### config.mk
export PLATFORM = sky130hd
export DESIGN_NAME = decode_stage
export DESIGN_NICKNAME = d
export VERILOG_FILES = /design/src/rtl/decode_stage.sv
export SDC_FILE = /design/constraint.sdc
export NUM_CORES = 1
export LEC_CHECK = 0
export BUFFER_PORTS_ARGS = -buffer_cell sky130_fd_sc_hd__buf_2
export CAP_MARGIN = 20
export CORE_MARGIN = 2
export CORE_UTILIZATION = 46
export CTS_BUF_LIST = sky130_fd_sc_hd__clkbuf_2
export CTS_CLUSTER_DIAMETER = 150
export DETAILED_ROUTE_END_ITERATION = 6
export GPL_TIMING_DRIVEN = 0
export PLACE_DENSITY = 0.89
export SYNTH_ARGS = -nofsm -noshare
export SYNTH_HDL_FRONTEND = slang
export SYNTH_SLANG_ARGS = --single-unit
### constraint.sdc
create_clock -name clk -period 3.2 [get_ports clk]
set_clock_uncertainty 0.1 [all_clocks]
set_input_delay 0.32 -clock clk [delete_from_list [all_inputs] [get_ports clk]]
set_output_delay 0.32 -clock clk [all_outputs]
set_load 0.03 [all_outputs]
### src/rtl/decode_stage.sv
// RV32I(+M) decode pipeline stage: combinational decode of the fetched word
// feeding a valid/ready output register, with load-use interlock and flush.
module decode_stage #(
    parameter int XLEN          = 32,
    parameter bit ENABLE_M      = 1'b1,
    parameter bit ENABLE_HAZARD = 1'b1
) (
    input  logic            clk,
    input  logic            rst,
    input  logic            in_valid,
    output logic            in_ready,
    input  logic [31:0]     in_instr,
    input  logic [XLEN-1:0] in_pc,
    input  logic            flush,
    output logic            out_valid,
    input  logic            out_ready,
    output logic [XLEN-1:0] out_pc,
    output logic [4:0]      out_rs1,
    output logic [4:0]      out_rs2,
    output logic [4:0]      out_rd,
    output logic [2:0]      out_funct3,
    output logic [6:0]      out_funct7,
    output logic [XLEN-1:0] out_imm,
    output logic [2:0]      out_alu_op,
    output logic [1:0]      out_alu_src_a,
    output logic [1:0]      out_alu_src_b,
    output logic            out_branch,
    output logic            out_jump,
    output logic            out_jump_src,
    output logic            out_mem_read,
    output logic            out_mem_write,
    output logic            out_reg_write,
    output logic [1:0]      out_reg_write_src,
    output logic            out_illegal,
    output logic            hazard_stall
);

    typedef enum logic [6:0] {
        OPC_LOAD   = 7'b0000011,
        OPC_OP_IMM = 7'b0010011,
        OPC_AUIPC  = 7'b0010111,
        OPC_STORE  = 7'b0100011,
        OPC_OP     = 7'b0110011,
        OPC_LUI    = 7'b0110111,
        OPC_BRANCH = 7'b1100011,
        OPC_JALR   = 7'b1100111,
        OPC_JAL    = 7'b1101111
    } opcode_e;

    typedef enum logic [2:0] {
        ALU_ADD       = 3'b000,
        ALU_BRANCH    = 3'b001,
        ALU_ARITH     = 3'b010,
        ALU_ARITH_IMM = 3'b011,
        ALU_MULDIV    = 3'b100
    } alu_op_e;

    typedef enum logic [1:0] {
        SRC_A_RS1  = 2'b00,
        SRC_A_ZERO = 2'b01,
        SRC_A_PC   = 2'b10
    } src_a_e;

    typedef enum logic [1:0] {
        SRC_B_RS2 = 2'b00,
        SRC_B_IMM = 2'b01
    } src_b_e;

    typedef enum logic [1:0] {
        WB_ALU = 2'b00,
        WB_MEM = 2'b01,
        WB_PC4 = 2'b10
    } wb_src_e;

    logic [6:0] opcode;
    logic [2:0] funct3;
    logic [6:0] funct7;
    logic [4:0] rs1;
    logic [4:0] rs2;
    logic [4:0] rd;

    assign opcode = in_instr[6:0];
    assign funct3 = in_instr[14:12];
    assign funct7 = in_instr[31:25];
    assign rs1    = in_instr[19:15];
    assign rs2    = in_instr[24:20];
    assign rd     = in_instr[11:7];

    logic [31:0]     imm_i;
    logic [31:0]     imm_s;
    logic [31:0]     imm_b;
    logic [31:0]     imm_u;
    logic [31:0]     imm_j;

    assign imm_i = {{20{in_instr[31]}}, in_instr[31:20]};
    assign imm_s = {{20{in_instr[31]}}, in_instr[31:25], in_instr[11:7]};
    assign imm_b = {{19{in_instr[31]}}, in_instr[31], in_instr[7], in_instr[30:25], in_instr[11:8], 1'b0};
    assign imm_u = {in_instr[31:12], 12'b0};
    assign imm_j = {{11{in_instr[31]}}, in_instr[31], in_instr[19:12], in_instr[20], in_instr[30:21], 1'b0};

    logic [31:0]     dec_imm32;
    logic [XLEN-1:0] dec_imm;
    alu_op_e         dec_alu_op;
    src_a_e          dec_src_a;
    src_b_e          dec_src_b;
    wb_src_e         dec_wb_src;
    logic            dec_branch;
    logic            dec_jump;
    logic            dec_jump_src;
    logic            dec_mem_read;
    logic            dec_mem_write;
    logic            dec_reg_write;
    logic            dec_legal;
    logic            uses_rs1;
    logic            uses_rs2;
    logic            accept;

    assign dec_imm = XLEN'($signed(dec_imm32));

    // Decode the incoming word into the control bundle and legality flag
    always_comb begin
        dec_imm32     = '0;
        dec_alu_op    = ALU_ADD;
        dec_src_a     = SRC_A_RS1;
        dec_src_b     = SRC_B_RS2;
        dec_wb_src    = WB_ALU;
        dec_branch    = 1'b0;
        dec_jump      = 1'b0;
        dec_jump_src  = 1'b0;
        dec_mem_read  = 1'b0;
        dec_mem_write = 1'b0;
        dec_reg_write = 1'b0;
        dec_legal     = (in_instr[1:0] == 2'b11);
        uses_rs1      = 1'b1;
        uses_rs2      = 1'b0;

        case (opcode)
            OPC_OP: begin
                dec_alu_op    = ALU_ARITH;
                dec_reg_write = 1'b1;
                uses_rs2      = 1'b1;
                if (funct7 == 7'b0000000) begin
                    dec_alu_op = ALU_ARITH;
                end else if (funct7 == 7'b0100000 && (funct3 == 3'b000 || funct3 == 3'b101)) begin
                    dec_alu_op = ALU_ARITH;
                end else if (funct7 == 7'b0000001 && ENABLE_M) begin
                    dec_alu_op = ALU_MULDIV;
                end else begin
                    dec_legal = 1'b0;
                end
            end
            OPC_OP_IMM: begin
                dec_imm32     = imm_i;
                dec_alu_op    = ALU_ARITH_IMM;
                dec_src_b     = SRC_B_IMM;
                dec_reg_write = 1'b1;
                if (funct3 == 3'b001 && funct7 != 7'b0000000)
                    dec_legal = 1'b0;
                if (funct3 == 3'b101 && funct7 != 7'b0000000 && funct7 != 7'b0100000)
                    dec_legal = 1'b0;
            end
            OPC_LOAD: begin
                dec_imm32     = imm_i;
                dec_src_b     = SRC_B_IMM;
                dec_mem_read  = 1'b1;
                dec_reg_write = 1'b1;
                dec_wb_src    = WB_MEM;
                if (funct3 == 3'b011 || funct3 == 3'b110 || funct3 == 3'b111)
                    dec_legal = 1'b0;
            end
            OPC_STORE: begin
                dec_imm32     = imm_s;
                dec_src_b     = SRC_B_IMM;
                dec_mem_write = 1'b1;
                uses_rs2      = 1'b1;
                if (funct3 >= 3'b011)
                    dec_legal = 1'b0;
            end
            OPC_BRANCH: begin
                dec_imm32  = imm_b;
                dec_alu_op = ALU_BRANCH;
                dec_branch = 1'b1;
                uses_rs2   = 1'b1;
                if (funct3 == 3'b010 || funct3 == 3'b011)
                    dec_legal = 1'b0;
            end
            OPC_JAL: begin
                dec_imm32     = imm_j;
                dec_jump      = 1'b1;
                dec_reg_write = 1'b1;
                dec_wb_src    = WB_PC4;
                uses_rs1      = 1'b0;
            end
            OPC_JALR: begin
                dec_imm32     = imm_i;
                dec_jump      = 1'b1;
                dec_jump_src  = 1'b1;
                dec_alu_op    = ALU_ARITH_IMM;
                dec_src_b     = SRC_B_IMM;
                dec_reg_write = 1'b1;
                dec_wb_src    = WB_PC4;
                if (funct3 != 3'b000)
                    dec_legal = 1'b0;
            end
            OPC_LUI: begin
                dec_imm32     = imm_u;
                dec_src_a     = SRC_A_ZERO;
                dec_src_b     = SRC_B_IMM;
                dec_reg_write = 1'b1;
                uses_rs1      = 1'b0;
            end
            OPC_AUIPC: begin
                dec_imm32     = imm_u;
                dec_src_a     = SRC_A_PC;
                dec_src_b     = SRC_B_IMM;
                dec_reg_write = 1'b1;
                uses_rs1      = 1'b0;
            end
            default: dec_legal = 1'b0;
        endcase

        // Illegal words travel downstream but must not cause side effects
        if (!dec_legal) begin
            dec_branch    = 1'b0;
            dec_jump      = 1'b0;
            dec_jump_src  = 1'b0;
            dec_mem_read  = 1'b0;
            dec_mem_write = 1'b0;
            dec_reg_write = 1'b0;
        end
        if (rd == 5'd0)
            dec_reg_write = 1'b0;
    end

    assign hazard_stall = ENABLE_HAZARD && in_valid && out_valid && out_mem_read && (out_rd != 5'd0) &&
                          ((uses_rs1 && rs1 == out_rd) || (uses_rs2 && rs2 == out_rd));
    assign in_ready     = !flush && !hazard_stall && (!out_valid || out_ready);
    assign accept       = in_valid && in_ready;

    // Output register: flush kills, accept loads, consume without accept empties
    always_ff @(posedge clk or posedge rst) begin
        if (rst) begin
            out_valid         <= 1'b0;
            out_pc            <= '0;
            out_rs1           <= '0;
            out_rs2           <= '0;
            out_rd            <= '0;
            out_funct3        <= '0;
            out_funct7        <= '0;
            out_imm           <= '0;
            out_alu_op        <= '0;
            out_alu_src_a     <= '0;
            out_alu_src_b     <= '0;
            out_branch        <= 1'b0;
            out_jump          <= 1'b0;
            out_jump_src      <= 1'b0;
            out_mem_read      <= 1'b0;
            out_mem_write     <= 1'b0;
            out_reg_write     <= 1'b0;
            out_reg_write_src <= '0;
            out_illegal       <= 1'b0;
        end else if (flush) begin
            out_valid <= 1'b0;
        end else if (accept) begin
            out_valid         <= 1'b1;
            out_pc            <= in_pc;
            out_rs1           <= rs1;
            out_rs2           <= rs2;
            out_rd            <= rd;
            out_funct3        <= funct3;
            out_funct7        <= funct7;
            out_imm           <= dec_imm;
            out_alu_op        <= dec_alu_op;
            out_alu_src_a     <= dec_src_a;
            out_alu_src_b     <= dec_src_b;
            out_branch        <= dec_branch;
            out_jump          <= dec_jump;
            out_jump_src      <= dec_jump_src;
            out_mem_read      <= dec_mem_read;
            out_mem_write     <= dec_mem_write;
            out_reg_write     <= dec_reg_write;
            out_reg_write_src <= dec_wb_src;
            out_illegal       <= !dec_legal;
        end else if (out_ready) begin
            out_valid <= 1'b0;
        end
    end

endmodule

* Yosys cells after proc, flatten, opt, wreduce, memory -nomap -nowiden
Index checks and enable logic that the tools add are counted.
** Word-level totals
- Register bits after elaboration :: 106
- Input bits :: 69
- Output and inout bits :: 108
- Word-level logic and storage cells :: 117
** Operators by class
- Magnitude comparators :: 1
- Equal/unequal tests :: 21
- Muxes and demuxes :: 36
- Bitwise operators :: 1
- Reductions and logical operators :: 39
** Operators by type and width (number)
- $pmux W32 S5 :: 1
- $eq A7 B6 Y1 const B :: 4
- $mux W1 :: 28
- $eq A7 B7 Y1 const B :: 3
- $eq A7 B5 Y1 const B :: 2
- $logic_and A1 B1 Y1 :: 13
- $eq A5 B5 Y1 :: 2
- $eq A3 B3 Y1 const B :: 3
- $mux W3 :: 3
- $pmux W3 S3 :: 1
- $reduce_or A3 Y1 :: 3
- $pmux W2 S2 :: 2
- $eq A7 B1 Y1 const B :: 1
- $eq A7 B2 Y1 const B :: 1
- $logic_not A7 Y1 :: 1
- $ne A7 B6 Y1 const B :: 1
- $pmux W1 S7 :: 1
- $reduce_bool A7 Y1 :: 1
- $reduce_or A7 Y1 :: 1
- $eq A3 B2 Y1 const B :: 2
- $logic_or A1 B1 Y1 :: 6
- $reduce_bool A3 Y1 :: 2
- $reduce_or A2 Y1 :: 3
- $reduce_or A6 Y1 :: 1
- 9 further kinds :: 12

* Depth between registers and ports, before layout
Gate-level depths: netlist (run 1).
- Depth after elaboration :: 12
- Mapped depth :: 8
- Gate-level depth less buffers :: 5

* Worst setup path after synthesis (run 1)
OpenSTA, ideal clock, no wires.
- Path type :: register to output
- From :: register out_rd[0]
- To :: output in_ready
- Data arrival time :: 2.730 ns
- Required time :: 2.780 ns
- Setup slack :: 0.050 ns
- Cell stages (with the launch flop) :: 7
- Path buffers :: 1
- Cells stage by stage :: dfrtp_1 > or4_1 > o2111ai_2 > nor4_1 > clkbuf_1 > or2_2 > nor3b_1
** Between the ends
- Word-level cells in the longest chain between the ends :: 7
- Elaborated cells on any way between the ends :: 11
- Those cells by class :: eq/ne: 2; reduce/logical: 9
** RTL lines
- start: declaration :: line 20 : output logic [4:0] out_rd,
- start signal: assignment :: line 269 : out_rd <= rd;
- $eq A5 B5 Y1 :: line 236 : ((uses_rs1 && rs1 == out_rd) || (uses_rs2 && rs2 == out_rd));
- $logic_and A1 B1 Y1 :: line 236
- $logic_or A1 B1 Y1 :: line 236
- $logic_and A1 B1 Y1 (*) :: line 235 : assign hazard_stall = ENABLE_HAZARD && in_valid && out_valid && out_mem_read && (out_rd != 5'd0) &&
- named net hazard_stall :: line 35 : output logic hazard_stall
- $logic_not A1 Y1 (*) :: line 237 : assign in_ready = !flush && !hazard_stall && (!out_valid || out_ready);
- $logic_and A1 B1 Y1 (*) (2 in series) :: line 237
- end: declaration :: line 11 : output logic in_ready,
Mark *: on every way through the listed nets, which the timed path passes. The rest lies on a longest branch.

* Final worst setup path (run 1)
- From :: register out_rd[2]
- To :: output in_ready
** Between the ends
- Word-level cells in the longest chain between the ends :: 7
- Elaborated cells on any way between the ends :: 11
- Those cells by class :: eq/ne: 2; reduce/logical: 9
** RTL lines (line)
- $eq A5 B5 Y1 :: 236
- $logic_and A1 B1 Y1 :: 236
- $logic_or A1 B1 Y1 :: 236
- $logic_and A1 B1 Y1 (*) :: 235
- $logic_not A1 Y1 (*) :: 237
- $logic_and A1 B1 Y1 (*) (2 in series) :: 237
Mark *: on every way between the ends. The rest lies on a longest branch, timed or not.

==> results by group, run 1 <==
Setup path
  – Crit end category: output port
  – Setup CP Type: reg2out
  – Critical path arrival: 2.71 ns
  – Crit start category: flop
  – CP Max Fanout: 7
  – CP required: between 2 and 3 ns

Logic synthesis
  – #FFs+latches synth: about 110
  – Synth area leaders: dfrtp_1 55%, mux2_2 20%, mux2i_1 2.1%
  – EDFF count, synth: 0
  – Synthesis warning total: 0
  – Syn nets: 441
  – Yosys top cell area share: 0.5523
  – Count of cell types in the netlist: 46
  – Top FF cell, synth: dfrtp_1
  – Top-count cell post-synth: dfrtp_1
  – Synth Instances: 372
  – Synthesized area: around 4800 µm²
  – Syn avg cell area: 12.79 µm²
  – Async set or reset register ratio after synthesis: 1.000
  – Register area share after synthesis: 0.5523
  – Top cells by count, synth: 105 x dfrtp_1, 86 x mux2_2, 14 x inv_1
  – Cell taking the most area after synthesis: dfrtp_1

Route
  – DRT iter0 DRCs: 278
  – Post-route DRC: 0
  – Post-DRT Antenna Nets: 0
  – Via-per-instance ratio: ~5.4
  – Vias: approximately 4100
  – WL final: 14.05 mm
  – TritonRoute pass-1 iters: 5
  – DR WL/cell: 18.29 µm

Power and ir drop
  – Combinational power share: 0.296
  – Int Pwr: around 2.0 mW
  – P_sw: 1.123 mW
  – Switching Share: 0.3576
  – LEAKAGE: roughly 3.4 nW
  – Maximum vdd drop: 0.0003097 V
  – Flop pwr share: 0.496
  – Pwr Density: 469.3 nW/µm²
  – Clk pwr share: 0.207

Clock network
  – Worst skew pair latency: approximately 0.61 ns
  – Root Buffer: clkbuf_2
  – H-Tree Level Count: 3
  – CTS tree: built
  – Max Root-Sink Buffers: 2
  – Sink Count: ~110
  – CTS buffer count: 9
  – Reg clk slew, reported paths: about 0.31 ns

Die
  – Initial core utilization: 0.4671
  – Top Ports: roughly 180
  – Core footprint: around 10000 µm²
  – DIE AREA: roughly 11000 µm²
  – Chip Height: 105.7 µm
  – FP Rows: 37
  – Chip Width: 105.7 µm

Finish
  – Diode count: 0
  – Net count reported at finish: approximately 700
  – Ratio of cells with drive above 1 in the final layout: 0.4953
  – Area Growth Syn to Fin: 40.64%
  – Core Util, Final: 0.6569

STA
  – Final period utilization: 0.9780
  – Least-Margin Pin Slew: 0.9512 ns
  – Setup TNS: 0 ns
  – Worst slew margin: 0.3646
  – Max Fclk: 319.5 MHz
  – Pins Over Slew Limit: 0
  – Final setup fails: 0
  – Fin crit period: ~3.1 ns
  – Final hold vios: 0

GRT
  – Global Route Usage Sum: 0.2569
  – Largest net degree at the start of global routing: 77
  – Antenna violations before repair: 0
  – First-pass GRT wire length: about 22 mm
  – GR Overflow Total: 0
  – Vias in the first global route: between 4000 and 5000

Placement
  – Hpwl dp: ~9 mm
  – IO buf count: 173
  – GPL Wtd Cong: about 0.9

Hold path
  – Hold Crit Class: in2reg

Flow run
  – Max cap viols: 0

Run status
  – Outcome: completed
-- per-layer routing --
metal,wire length [µm],GRT usage,vias up
li1,-,-,1857
met3,1190,0.06494,40
met4,365,0.1118,0
met5,0,0,-
met1,5637,0.3147,2025
met2,6855,0.4300,223
-- what timing repair did --
item                                    in CTS  in global routing
endpoints found under the hold margin      187                  0
pin swaps                                    3                  5
endpoints found under the setup margin       2                  2
gates resized for setup                     13                  1
hold buffers                                60                  0
buffers inserted                             7                  5
-- path summary, 6_finish.rpt --
kind | cells after the start | start | end | slack [ns]
max | 7 | out_rd[2] | in_ready | 0.07
max reg2reg | 10 | out_rd[2] | out_valid | 0.10
min | 4 | in_instr[3] | out_imm[7] | 0.08
min in group asynchronous | 3 | rst | out_pc[4] | 0.15
max in group asynchronous | 4 | rst | out_reg_write | 2.15
min reg2reg | 1 | out_funct7[2] | out_funct7[2] | 0.44
-- critical path, stage by stage (launching register included) --
cell and delay (ns):
dfrtp_2 0.49, or4_4 0.53, o2111ai_4 0.23, buf_6 0.14
nor3_4 0.05, or2_4 0.27, nor3b_2 0.21, buf_4 0.19
-- flip-flops by register name, indices dropped and copies added, names as in the netlist --
register,count
out_imm,32
out_pc,32
out_funct7,7
out_rd,5
out_rs1,5
out_rs2,5
out_alu_op,3
out_funct3,3
out_alu_src_a,2
out_reg_write_src,2
out_alu_src_b,1
out_branch,1
out_illegal,1
out_jump,1
out_jump_src,1
out_mem_read,1
out_mem_write,1
out_reg_write,1
out_valid,1
-- cell type report --
type | instances | area (µm²)
Timing Repair Buffer | 246 | 1594
Buffer | 21 | 103.9
Multi-Input combinational cell | 230 | 2014
Clock buffer | 9 | 45.04
Tap cell | 136 | 170.2
Sequential cell | 105 | 2629
Clock inverter | 7 | 78.83
Inverter | 14 | 55.05
Fill cell | 776 | 3495
-- cell usage in the layout, fill, tap and decap left out, types with 2 or more instances in the layout --
master | synthesis | routed
a211oi_1 | 2 | 2
a21o_1 | 11 | 11
a21oi_1 | 10 | 10
a22o_1 | 5 | 5
and3_1 | 2 | 2
and3b_1 | 2 | 2
buf_2 | 11 | 183
buf_4 | 1 | 12
buf_6 | 1 | 3
clkbuf_1 | 10 | 8
clkbuf_2 | 0 | 9
clkinv_4 | 0 | 2
clkinvlp_4 | 0 | 3
dfrtp_1 | 105 | 104
dlygate4sd3_1 | 0 | 60
inv_1 | 14 | 13
mux2_2 | 86 | 86
mux2i_1 | 10 | 10
nand2_1 | 12 | 12
nand2b_1 | 3 | 3
nand3_1 | 2 | 2
nand3b_1 | 3 | 3
nand4_1 | 2 | 2
nand4b_1 | 2 | 2
nor2_1 | 5 | 5
nor2b_1 | 3 | 3
nor3_1 | 6 | 5
nor4_1 | 3 | 2
o21ai_0 | 13 | 13
o31ai_1 | 12 | 12
or2_2 | 3 | 2
or3_1 | 3 | 3
or4_1 | 4 | 3
xnor2_1 | 9 | 9
xor2_1 | 2 | 2
-- stage by stage --
stage / cells / total power, mW / cell area [µm²] / hold WS [ns] / setup WS [ns]
floorplan: 372 / 2.131 / 4757 / 0.3282 / 0.01946
global placement: 681 / 2.391 / 5793 / 0.3841 / -0.9503
detailed placement: 682 / 2.423 / 5823 / 0.2372 / 0.3510
CTS: 764 / 3.143 / 6656 / 0.02442 / 0.04074
global route: 768 / 3.295 / 6690 / 0.03146 / -0.02013
finish: 768 / 3.140 / 6690 / 0.08358 / 0.07025
-- power by group through the flow --
stage	Sequential [mW]	Combinational [mW]	Clock, mW
2_1_floorplan	1.87	0.259	0
3_3_place_gp	1.57	0.816	0
3_5_place_dp	1.58	0.838	0
4_1_cts	1.56	0.920	0.666
5_1_grt	1.58	0.981	0.735
6_report	1.56	0.931	0.651
-- cells by family after synthesis --
family / count (synthesis) / share of synthesized area
muxes: 96 / 0.2246
DFF: 105 / 0.5523
buffers and inverters: 37 / 0.03446
other: 1 / 0.0007883
AOI/OAI and AO/OA: 64 / 0.09758
xor gates and xnor gates: 11 / 0.02025
and+or+nand+nor: 58 / 0.06997
Note: power is estimated with default switching activity, not from simulation.
==> inputs of run 2 (changes only) <==
Clock period 3.2 ns to 2.8 ns, I/O delays scaled along.
==> results by group, run 2 (synthesis results as in run 1) <==
Route
  – Sum of routed wire segments on met1: roughly 5.5 mm
  – DR WL/cell: about 19 µm
  – Top Metal Used: met4
  – Met2 WL: 7.095 mm
  – Via-per-instance ratio: approximately 5.5
  – Post-DRT Antenna Nets: 0
  – Post-route DRC: 0
  – Vias: 4210
  – DRT iter0 DRCs: 213
  – TritonRoute pass-1 iters: 5
  – Met3 wire len: 1.148 mm
  – WL final: between 10 and 15 mm

Die
  – FP Rows: 37
  – Initial core utilization: 0.4671
  – Top Ports: 177
  – Core footprint: roughly 10000 µm²
  – DIE AREA: about 11000 µm²
  – Chip Width: approximately 110 µm
  – Chip Height: 105.7 µm

STA
  – Final hold vios: 0
  – Worst slew margin: 0.3676
  – Final setup fails: 2
  – Pins Over Slew Limit: 0
  – RSZ-0062 raised after global routing: yes
  – Fin crit period: ~3.1 ns
  – Least-Margin Pin Slew: 0.9468 ns
  – WHS: roughly 0.055 ns
  – Max Fclk: about 330 MHz
  – Final period utilization: 1.094
  – Post-route setup slack: -0.2629 ns

Clock network
  – Sink Count: ~110
  – CTS buffer count: 9
  – Root Buffer: clkbuf_2
  – H-Tree Level Count: 3
  – Worst skew pair latency: slightly below 0.6 ns
  – CTS tree: built
  – Max Root-Sink Buffers: 2
  – Reg clk slew, reported paths: about 0.27 ns

GRT
  – Antenna violations before repair: 1
  – First-pass GRT wire length: ~23 mm
  – Largest net degree at the start of global routing: 44
  – Global Route Usage Sum: 0.2640
  – Vias in the first global route: approximately 4500
  – GR Overflow Total: 0

Finish
  – Commonest cells after routing, fill and taps aside: 174 x buf_2, 103 x dfrtp_1, 86 x mux2_2
  – Largest regs: out_imm: 32 flops, out_pc: 32 flops, out_funct7: 7 flops
  – Ratio of cells with drive above 1 in the final layout: 0.4976
  – Commonest non-fill, non-tap cell in the layout: buf_2
  – Net count reported at finish: about 700
  – Post-Layout Cell Count: just under 800
  – Area Growth Syn to Fin: 42.06%

Flow run
  – Max cap viols: 0

Placement
  – Cells after DPL: 683
  – Hpwl dp: around 9.4 mm
  – GPL Wtd Cong: 0.8950
  – IO buf count: ~170

Setup path
  – Crit end category: output port
  – Slowest Stage Delay on Critical Path: between 0.5 and 0.6 ns
  – Crit-path leading delay family: simple AND/OR/NAND/NOR gates
  – Slowest stage cell, crit path: or4_4
  – Crit start category: flop
  – Setup CP Type: reg2out
  – CP required: between 2 and 2.5 ns
  – WP buf/inv: 2
  – Cells along the critical path: or4_4 > o2111ai_4 > nor4_4 > buf_4 > or2_4 > nor3b_4 > buf_6
  – Critical path arrival: between 2 and 3 ns
  – CP Max Fanout: 2

Run status
  – Failing checks: setup timing
  – Outcome: finished with violations

Power and ir drop
  – Pwr Density: 543.6 nW/µm²
  – Maximum vdd drop: about 0.00029 V
  – LEAKAGE: approximately 3.4 nW
  – Tot Pwr: 3.674 mW

Hold path
  – Hold Crit Class: in2reg
[run 2: cell type report]
class	instances	area [µm²]
clock inverter	7	93.84
clock buffer	9	45.04
timing repair buffer	245	1594
tap	136	170.2
fill	780	3427
inverter	14	56.30
antenna	1	2.502
multi-input combinational	230	2021
buffer	23	145.1
sequential	105	2630
[run 2: per-layer routing]
layer / vias to the layer above / global-route usage
met5: - / 0
met4: 0 / 0.1297
met3: 53 / 0.07421
met2: 242 / 0.4359
met1: 2058 / 0.3175
li1: 1857 / -
[run 2: worst min-delay path, delay by kind of cell]
family,cells,cell delay [ns]
buffers and inverters,1,0.15
and+or+nand+nor,1,0.13
muxes,1,0.15
[run 2: what timing repair did]
item	in CTS	in global routing
hold buffers	60	0
buffers inserted	8	2
endpoints found under the hold margin	115	0
pin swaps	4	1
setup endpoints to repair	12	91
gates resized for setup	21	7
[run 2: power by group]
group | switching [mW] | internal (mW) | leakage, nW | total [mW]
Sequential | 0.0984 | 1.68 | 1.33 | 1.78
Clock | 0.513 | 0.294 | 0.0783 | 0.807
Combinational | 0.664 | 0.420 | 1.96 | 1.08
Total | 1.28 | 2.40 | 3.37 | 3.67
[run 2: metrics by stage]
stage	util	setup slack (ns)	setup TNS, ns	cell area, µm²
floorplan	-	0.07334	0	4772
finish	0.6635	-0.2629	-0.4608	6758
CTS	0.6607	-0.3183	-0.6793	6729
global route	0.6635	-0.3754	-0.6979	6758
global placement	0.5703	0.004945	0	5808
detailed placement	0.5742	0.01064	0	5848
[run 2: path summary, 6_finish.rpt]
kind	from	to	slack [ns]	cells past startpoint
setup / recovery	out_rd[0]	in_ready	-0.26	7
hold / removal	in_instr[2]	out_branch	0.05	3
setup reg to reg	out_rd[0]	out_pc[0]	0.06	8
hold reg to reg	out_imm[10]	out_imm[10]	0.44	2
max in group asynchronous	rst	out_rd[3]	1.55	5
min in group asynchronous	rst	out_pc[15]	0.18	3
